===== src/rtl/alu_pipe_if.sv =====
// alu_pipe_if: handshake bundle for alu_pipe.
// The input side carries operand/opcode transactions (in_valid/in_ready) and
// the synchronous accumulator clear; the output side carries the registered
// result, status and flags (out_valid/out_ready).
// master = producer/consumer side, slave = the ALU itself.
// WIDTH must match the WIDTH of the alu_pipe instance bound to it.
interface alu_pipe_if #(
    parameter int WIDTH = 8
);
    logic             in_valid;
    logic             in_ready;
    logic [WIDTH-1:0] A;
    logic [WIDTH-1:0] B;
    logic [3:0]       opcode;
    logic             acc_sel;
    logic             acc_clr;
    logic             out_valid;
    logic             out_ready;
    logic [WIDTH-1:0] result;
    logic             status;
    logic             carry;
    logic             ovf;
    logic             zero;
    logic             neg;

    modport master (
        output in_valid, A, B, opcode, acc_sel, acc_clr, out_ready,
        input  in_ready, out_valid, result, status, carry, ovf, zero, neg
    );

    modport slave (
        input  in_valid, A, B, opcode, acc_sel, acc_clr, out_ready,
        output in_ready, out_valid, result, status, carry, ovf, zero, neg
    );
endinterface


===== src/rtl/alu_pipe.sv =====
// alu_pipe: registered one-hot-opcode ALU (add/sub/OR/AND) with an optional
// accumulator first operand, valid/ready on both sides and one cycle latency.
// The result register holds under backpressure; in_ready depends only on
// registered state and out_ready.
// Optional feature: define ALU_PIPE_SAT_EN for unsigned saturation of add/sub
// (carry/ovf still report the raw condition). Undefined: add/sub wrap.
// WIDTH legal range 2..32; it must match the WIDTH of the bound interface.
module alu_pipe #(
    parameter int WIDTH = 8
) (
    input  logic        clk,
    input  logic        rst_n,
    alu_pipe_if.slave   bus
);
    // opcode encodings (one-hot)
    localparam logic [3:0] OP_ADD = 4'b1000;
    localparam logic [3:0] OP_SUB = 4'b0100;
    localparam logic [3:0] OP_OR  = 4'b0010;
    localparam logic [3:0] OP_AND = 4'b0001;

    logic             r_out_valid;
    logic [WIDTH-1:0] r_result;
    logic             r_status;
    logic             r_carry;
    logic             r_ovf;
    logic             r_zero;
    logic             r_neg;
    logic [WIDTH-1:0] r_acc;

    logic             w_accept;
    logic [WIDTH-1:0] w_acc_eff;
    logic [WIDTH-1:0] w_op_a;
    logic [WIDTH:0]   w_sum;
    logic [WIDTH:0]   w_diff;
    logic [WIDTH-1:0] w_raw;
    logic [WIDTH-1:0] w_res;
    logic             w_legal;
    logic             w_carry;
    logic             w_ovf;
    logic             w_is_add;
    logic             w_is_sub;

    assign bus.in_ready = !r_out_valid || bus.out_ready;
    assign w_accept     = bus.in_valid && bus.in_ready;

    // acc_clr takes effect on the operand in the same cycle it is asserted
    assign w_acc_eff = bus.acc_clr ? '0 : r_acc;
    assign w_op_a    = bus.acc_sel ? w_acc_eff : bus.A;

    // one extra bit: carry-out for add, borrow for sub
    assign w_sum  = {1'b0, w_op_a} + {1'b0, bus.B};
    assign w_diff = {1'b0, w_op_a} - {1'b0, bus.B};

    // decode opcode and form the raw result and arithmetic flags
    always_comb begin
        w_legal  = 1'b1;
        w_is_add = 1'b0;
        w_is_sub = 1'b0;
        w_raw    = '0;
        w_carry  = 1'b0;
        w_ovf    = 1'b0;
        case (bus.opcode)
            OP_ADD: begin
                w_is_add = 1'b1;
                w_raw    = w_sum[WIDTH-1:0];
                w_carry  = w_sum[WIDTH];
                w_ovf    = (w_op_a[WIDTH-1] == bus.B[WIDTH-1]) &&
                           (w_raw[WIDTH-1] != w_op_a[WIDTH-1]);
            end
            OP_SUB: begin
                w_is_sub = 1'b1;
                w_raw    = w_diff[WIDTH-1:0];
                w_carry  = w_diff[WIDTH];
                w_ovf    = (w_op_a[WIDTH-1] != bus.B[WIDTH-1]) &&
                           (w_raw[WIDTH-1] != w_op_a[WIDTH-1]);
            end
            OP_OR:  w_raw = w_op_a | bus.B;
            OP_AND: w_raw = w_op_a & bus.B;
            default: w_legal = 1'b0;
        endcase
    end

    // final result: optional unsigned clamp on carry/borrow
    always_comb begin
        w_res = w_raw;
`ifdef ALU_PIPE_SAT_EN
        if (w_is_add && w_carry) begin
            w_res = '1;
        end else if (w_is_sub && w_carry) begin
            w_res = '0;
        end
`else
        if (w_is_add || w_is_sub) begin
            w_res = w_raw;
        end
`endif
    end

    // output register: load on accept, drop valid when drained with no new accept
    always_ff @(posedge clk or negedge rst_n) begin
        if (!rst_n) begin
            r_out_valid <= 1'b0;
            r_result    <= '0;
            r_status    <= 1'b0;
            r_carry     <= 1'b0;
            r_ovf       <= 1'b0;
            r_zero      <= 1'b0;
            r_neg       <= 1'b0;
        end else if (w_accept) begin
            r_out_valid <= 1'b1;
            r_result    <= w_res;
            r_status    <= w_legal;
            r_carry     <= w_carry;
            r_ovf       <= w_ovf;
            r_zero      <= (w_res == '0);
            r_neg       <= w_res[WIDTH-1];
        end else if (bus.out_ready) begin
            r_out_valid <= 1'b0;
        end
    end

    // accumulator: legal accepted op wins, else synchronous clear, else hold
    always_ff @(posedge clk or negedge rst_n) begin
        if (!rst_n) begin
            r_acc <= '0;
        end else if (w_accept && w_legal) begin
            r_acc <= w_res;
        end else if (bus.acc_clr) begin
            r_acc <= '0;
        end
    end

    assign bus.out_valid = r_out_valid;
    assign bus.result    = r_result;
    assign bus.status    = r_status;
    assign bus.carry     = r_carry;
    assign bus.ovf       = r_ovf;
    assign bus.zero      = r_zero;
    assign bus.neg       = r_neg;
endmodule


===== src/flat_wrapper.sv =====
// flat-port wrapper written by rule: the top's interface ports become plain ports
module alu_pipe_flat 
#(
    parameter int WIDTH = 8
)
  (clk, rst_n, bus_in_valid, bus_A, bus_B, bus_opcode, bus_acc_sel, bus_acc_clr, bus_out_ready, bus_in_ready, bus_out_valid, bus_result, bus_status, bus_carry, bus_ovf, bus_zero, bus_neg);
  alu_pipe_if #(.WIDTH(WIDTH)) bus_i ();
  input  logic clk;
  input  logic rst_n;
  input wire logic [$bits(bus_i.in_valid)-1:0] bus_in_valid;
  input wire logic [$bits(bus_i.A)-1:0] bus_A;
  input wire logic [$bits(bus_i.B)-1:0] bus_B;
  input wire logic [$bits(bus_i.opcode)-1:0] bus_opcode;
  input wire logic [$bits(bus_i.acc_sel)-1:0] bus_acc_sel;
  input wire logic [$bits(bus_i.acc_clr)-1:0] bus_acc_clr;
  input wire logic [$bits(bus_i.out_ready)-1:0] bus_out_ready;
  output wire logic [$bits(bus_i.in_ready)-1:0] bus_in_ready;
  output wire logic [$bits(bus_i.out_valid)-1:0] bus_out_valid;
  output wire logic [$bits(bus_i.result)-1:0] bus_result;
  output wire logic [$bits(bus_i.status)-1:0] bus_status;
  output wire logic [$bits(bus_i.carry)-1:0] bus_carry;
  output wire logic [$bits(bus_i.ovf)-1:0] bus_ovf;
  output wire logic [$bits(bus_i.zero)-1:0] bus_zero;
  output wire logic [$bits(bus_i.neg)-1:0] bus_neg;
  assign bus_i.in_valid = bus_in_valid;
  assign bus_i.A = bus_A;
  assign bus_i.B = bus_B;
  assign bus_i.opcode = bus_opcode;
  assign bus_i.acc_sel = bus_acc_sel;
  assign bus_i.acc_clr = bus_acc_clr;
  assign bus_i.out_ready = bus_out_ready;
  assign bus_in_ready = bus_i.in_ready;
  assign bus_out_valid = bus_i.out_valid;
  assign bus_result = bus_i.result;
  assign bus_status = bus_i.status;
  assign bus_carry = bus_i.carry;
  assign bus_ovf = bus_i.ovf;
  assign bus_zero = bus_i.zero;
  assign bus_neg = bus_i.neg;
  alu_pipe #(.WIDTH(WIDTH)) u_core (.clk(clk), .rst_n(rst_n), .bus(bus_i));
endmodule

===== config.mk =====
export PLATFORM = sky130hd
export DESIGN_NAME = alu_pipe_flat
export DESIGN_NICKNAME = d
export VERILOG_FILES = /design/src/rtl/alu_pipe_if.sv /design/src/rtl/alu_pipe.sv /design/src/flat_wrapper.sv
export SDC_FILE = /design/constraint.sdc
export NUM_CORES = 1
export LEC_CHECK = 0
export ABC_AREA = 1
export CORE_UTILIZATION = 40
export CTS_CLUSTER_SIZE = 30
export DETAILED_ROUTE_END_ITERATION = 16
export GPL_ROUTABILITY_DRIVEN = 0
export GPL_TIMING_DRIVEN = 0
export PLACE_DENSITY = 0.76
export SLEW_MARGIN = 10
export SYNTH_ARGS = -nofsm -noshare
export SYNTH_HDL_FRONTEND = slang
export SYNTH_SLANG_ARGS = --single-unit
export TNS_END_PERCENT = 50

===== constraint.sdc =====
create_clock -name clk -period 3.8 [get_ports clk]
set_input_delay 0.57 -clock clk [delete_from_list [all_inputs] [get_ports clk]]
set_output_delay 0.57 -clock clk [all_outputs]
set_load 0.02 [all_outputs]

==> results by group <==
Run status
  – Status: completed

STA
  – Max-slew violations: 0
  – Final WS setup: between 0.5 and 0.6 ns
  – Final hold vios: 0
  – Clock skew: 0.001082 ns
  – Setup TNS: 0 ns
  – Achievable Freq: between 0.3 and 0.4 GHz
  – Max_slew headroom: 0.3993
  – Unrepaired setup endpoints after global routing: no
  – Worst Max-Slew Pin Slew: 0.8982 ns
  – Final Critical Period: 3.268 ns
  – Final setup fails: 0
  – Hold Worst Slack: between 0.4 and 0.5 ns
  – Fin crit share: 0.8600

Synth
  – Area contributors post-synth: dfrtp_1 (24%), nand2_1 (17%), ha_1 (15%)
  – Synth Area in XOR/XNOR: 0
  – Syn nets: between 400 and 500
  – Mux share of post-synthesis cell area: 0
  – Sequential cell area fraction in the yosys report: 0.2350
  – Post-Syn Instances: between 300 and 400
  – Seq cells post-synth: 21
  – Post-synth top area cell: dfrtp_1
  – Distinct cell type count after synthesis: 31
  – Simple-gate share of the synthesized area: 0.3844
  – Post-Synth Adder-Cell Area: 0.1634
  – Synthesized cell area: roughly 2200 um2
  – YS warnings: 0
  – Syn avg cell area: 6.443 um2
  – Compound-Gate Fraction of Synth Area: 0.08226
  – Top cell type's share of synthesized area: 0.2350
  – Largest family of logic cells by synthesized area: simple AND/OR/NAND/NOR gates

Worst hold path
  – Hold crit path type: register to register

Global route
  – Initial antenna violation count: 0
  – Pin count of the biggest net entering global routing: 22
  – Vias in the first global route: 2127
  – Total gr overflow: 0
  – All-Layer GR Usage: 0.1920
  – First-pass GRT wire length: 9.239 mm

Floorplanning
  – Floorplan row count: 26
  – Area of the die: 5893 um2
  – Initial core utilization: 0.4269
  – I/O pins: between 40 and 50
  – Die Height: 76.77 um
  – Core area: between 5000 and 6000 um2
  – Die outline width: between 70 and 80 um

Power
  – PnR Total Power: slightly below 700 uW
  – Lkg Pwr: 0.001538 uW
  – Peak VDD IR: 137.8 uV
  – Power per cell area: 245.9 nW/um2

Placement
  – Pre-CTS setup slack: 0.2695 ns
  – Number of I/O port buffers: 39
  – DP HPWL: 4.452 mm
  – Placed cell areas: between 2000 and 3000 um2

Clock network
  – Cts hold-fix bufs: 0
  – Post-cts sizing count: 0
  – Post-CTS Repair Setup Buffers: 0
  – Worst-path clk slew: around 0.07 ns
  – Largest buffer count on any clock path: 2
  – Worst-Skew Late Latency: 0.26 ns
  – Root Buffer Master: clkbuf_8
  – Htree depth: 1
  – Total CTS buffers: 3
  – CTS tree: yes
  – Clk sinks: 21

Routing
  – Iter 0 DRT Violations: 125
  – Via count: 2282
  – # DRC: 0
  – DRT Pass-1 Iters: 4
  – Antenna-violating nets left: 0
  – DR WL/cell: 11.81 um
  – Vias per Instance: 4.961
  – Wirelength, routed: between 5 and 6 mm

Setup path
  – CP Class: input port to register
  – Critical Path Source Type: input port
  – Max stage delay cell, worst path: clkdlybuf4s50_1
  – Crit-path most repeated cell: nand2_1
  – CP required: approximately 4.0 ns
  – Kind of end point of the critical path: register
  – Max incr delay on CP: 0.61 ns
  – Crit-path max FO: 10
  – Cells along the critical path: clkdlybuf4s50_1 > clkbuf_1 > nand3_1 > o21ai_0 > inv_1 > ha_1 > fa_1 > inv_1 > nand2_1 > nand2_1 > nor2_2 > nor2_1 > nand3_1 > nor2_1 > nand3_1 > nor2_1 > nand2_1 > nand2_1
  – Arrival time at the worst endpoint: between 3 and 4 ns

Layout
  – Final net count: 445
  – Layout cells sized above 1: 0.06410
  – Commonest cells after routing, fill and taps aside: nand2_1 (103), inv_1 (62), nand3_1 (40)
  – Commonest non-fill, non-tap cell in the layout: nand2_1
  – Diode count: 0
  – Post-route cell area: 2759 um2
  – Area Overhead vs Synth: 23.39%
  – FILL cells: around 520

Run
  – Max Cap Viol: 0
==> routing by layer <==
layer	global-route usage	vias to the layer above	part of all wire
met4	0.05000	0	0.010
met3	0.02619	7	0.050
met5	0	-	0
li1	-	1175	-
met1	0.2452	1041	0.46
met2	0.3366	59	0.48
==> path summary, 6_finish.rpt <==
path	from	end	depth (start not counted)	slack (ns)
max	bus_acc_sel	u_core.bus.zero	18	0.53
min	u_core.bus.result[4]	u_core.bus.result[4]	2	0.48
max reg2reg	u_core.r_acc[0]	u_core.bus.zero	16	1.51
min reg2reg	u_core.bus.result[4]	u_core.bus.result[4]	2	0.48
max in group asynchronous	rst_n	u_core.bus.result[5]	1	2.44
min in group asynchronous	rst_n	u_core.bus.result[1]	1	0.81
==> cells in the mapped netlist <==
library cell and instances:
inv_1 62, o22ai_1 3, nor2_2 3, o21ai_0 16
nor2_4 3, buf_6 1, clkbuf_1 2, inv_2 6
a31oi_1 1, dfrtp_1 21, nand4_2 1, nand2_1 103
nand2_4 1, nand2_2 2, o211ai_1 1, fa_1 2
o21ai_1 3, nor3_1 1, nand3_2 1, o21a_1 1
nand3_1 40, a21oi_1 8, nand3b_1 6, nand4_1 9
buf_1 1, nor2_1 18, buf_4 2, ha_1 26
clkinv_1 1, a21oi_2 1, buf_2 1
==> cell type report <==
type / instances / area (um2) / share of cell area
multi-input cells: 250 / 1409 / 0.5107
plain buffers: 7 / 42.54 / 0.01542
repair buffers: 39 / 390.4 / 0.1415
flip-flops and latches: 21 / 525.5 / 0.1905
inverters: 69 / 259.0 / 0.09388
well taps: 70 / 87.58 / 0.03175
clock buffers: 4 / 45.04 / 0.01633
==> registers in the layout (all words and copies together) (netlist names) <==
register	flops
u_core.bus.out_valid	1
u_core.bus.zero	1
u_core.bus.result	8
u_core.r_acc	8
u_core.bus.status	1
u_core.bus.ovf	1
u_core.bus.carry	1
==> power by group <==
part | switching (uW) | total, uW | leakage, uW | internal (uW)
logic | 169 | 284 | 0.00123 | 115
registers | 10.1 | 252 | 0.000282 | 242
clock network | 68.1 | 143 | 0.0000228 | 74.7
total | 247 | 679 | 0.00154 | 431
==> worst max-delay path: cells and delay by family <==
kind	cells	cell delay, ns
AO/OA/AOI/OAI	1	0.16
adder cells (fa/ha/maj)	2	0.63
buffers and inverters	4	1.19
AND/OR/NAND/NOR	11	0.93
==> cell families (layout without fill, tap and decap cells) <==
logic type	Yosys count	in the layout
flops	21	21
buf+inv	76	119
simple gates	188	188
compound gates	34	34
fa+ha+maj	28	28
==> metrics by stage <==
| step | utilization | std cells |
|---|---|---|
| floorplan | - | 347 |
| detailed placement | 0.5182 | 456 |
| CTS | 0.5268 | 460 |
| global placement | 0.5182 | 456 |
| global route | 0.5268 | 460 |
| finish | 0.5268 | 460 |
(Power assumes the default switching activity.)
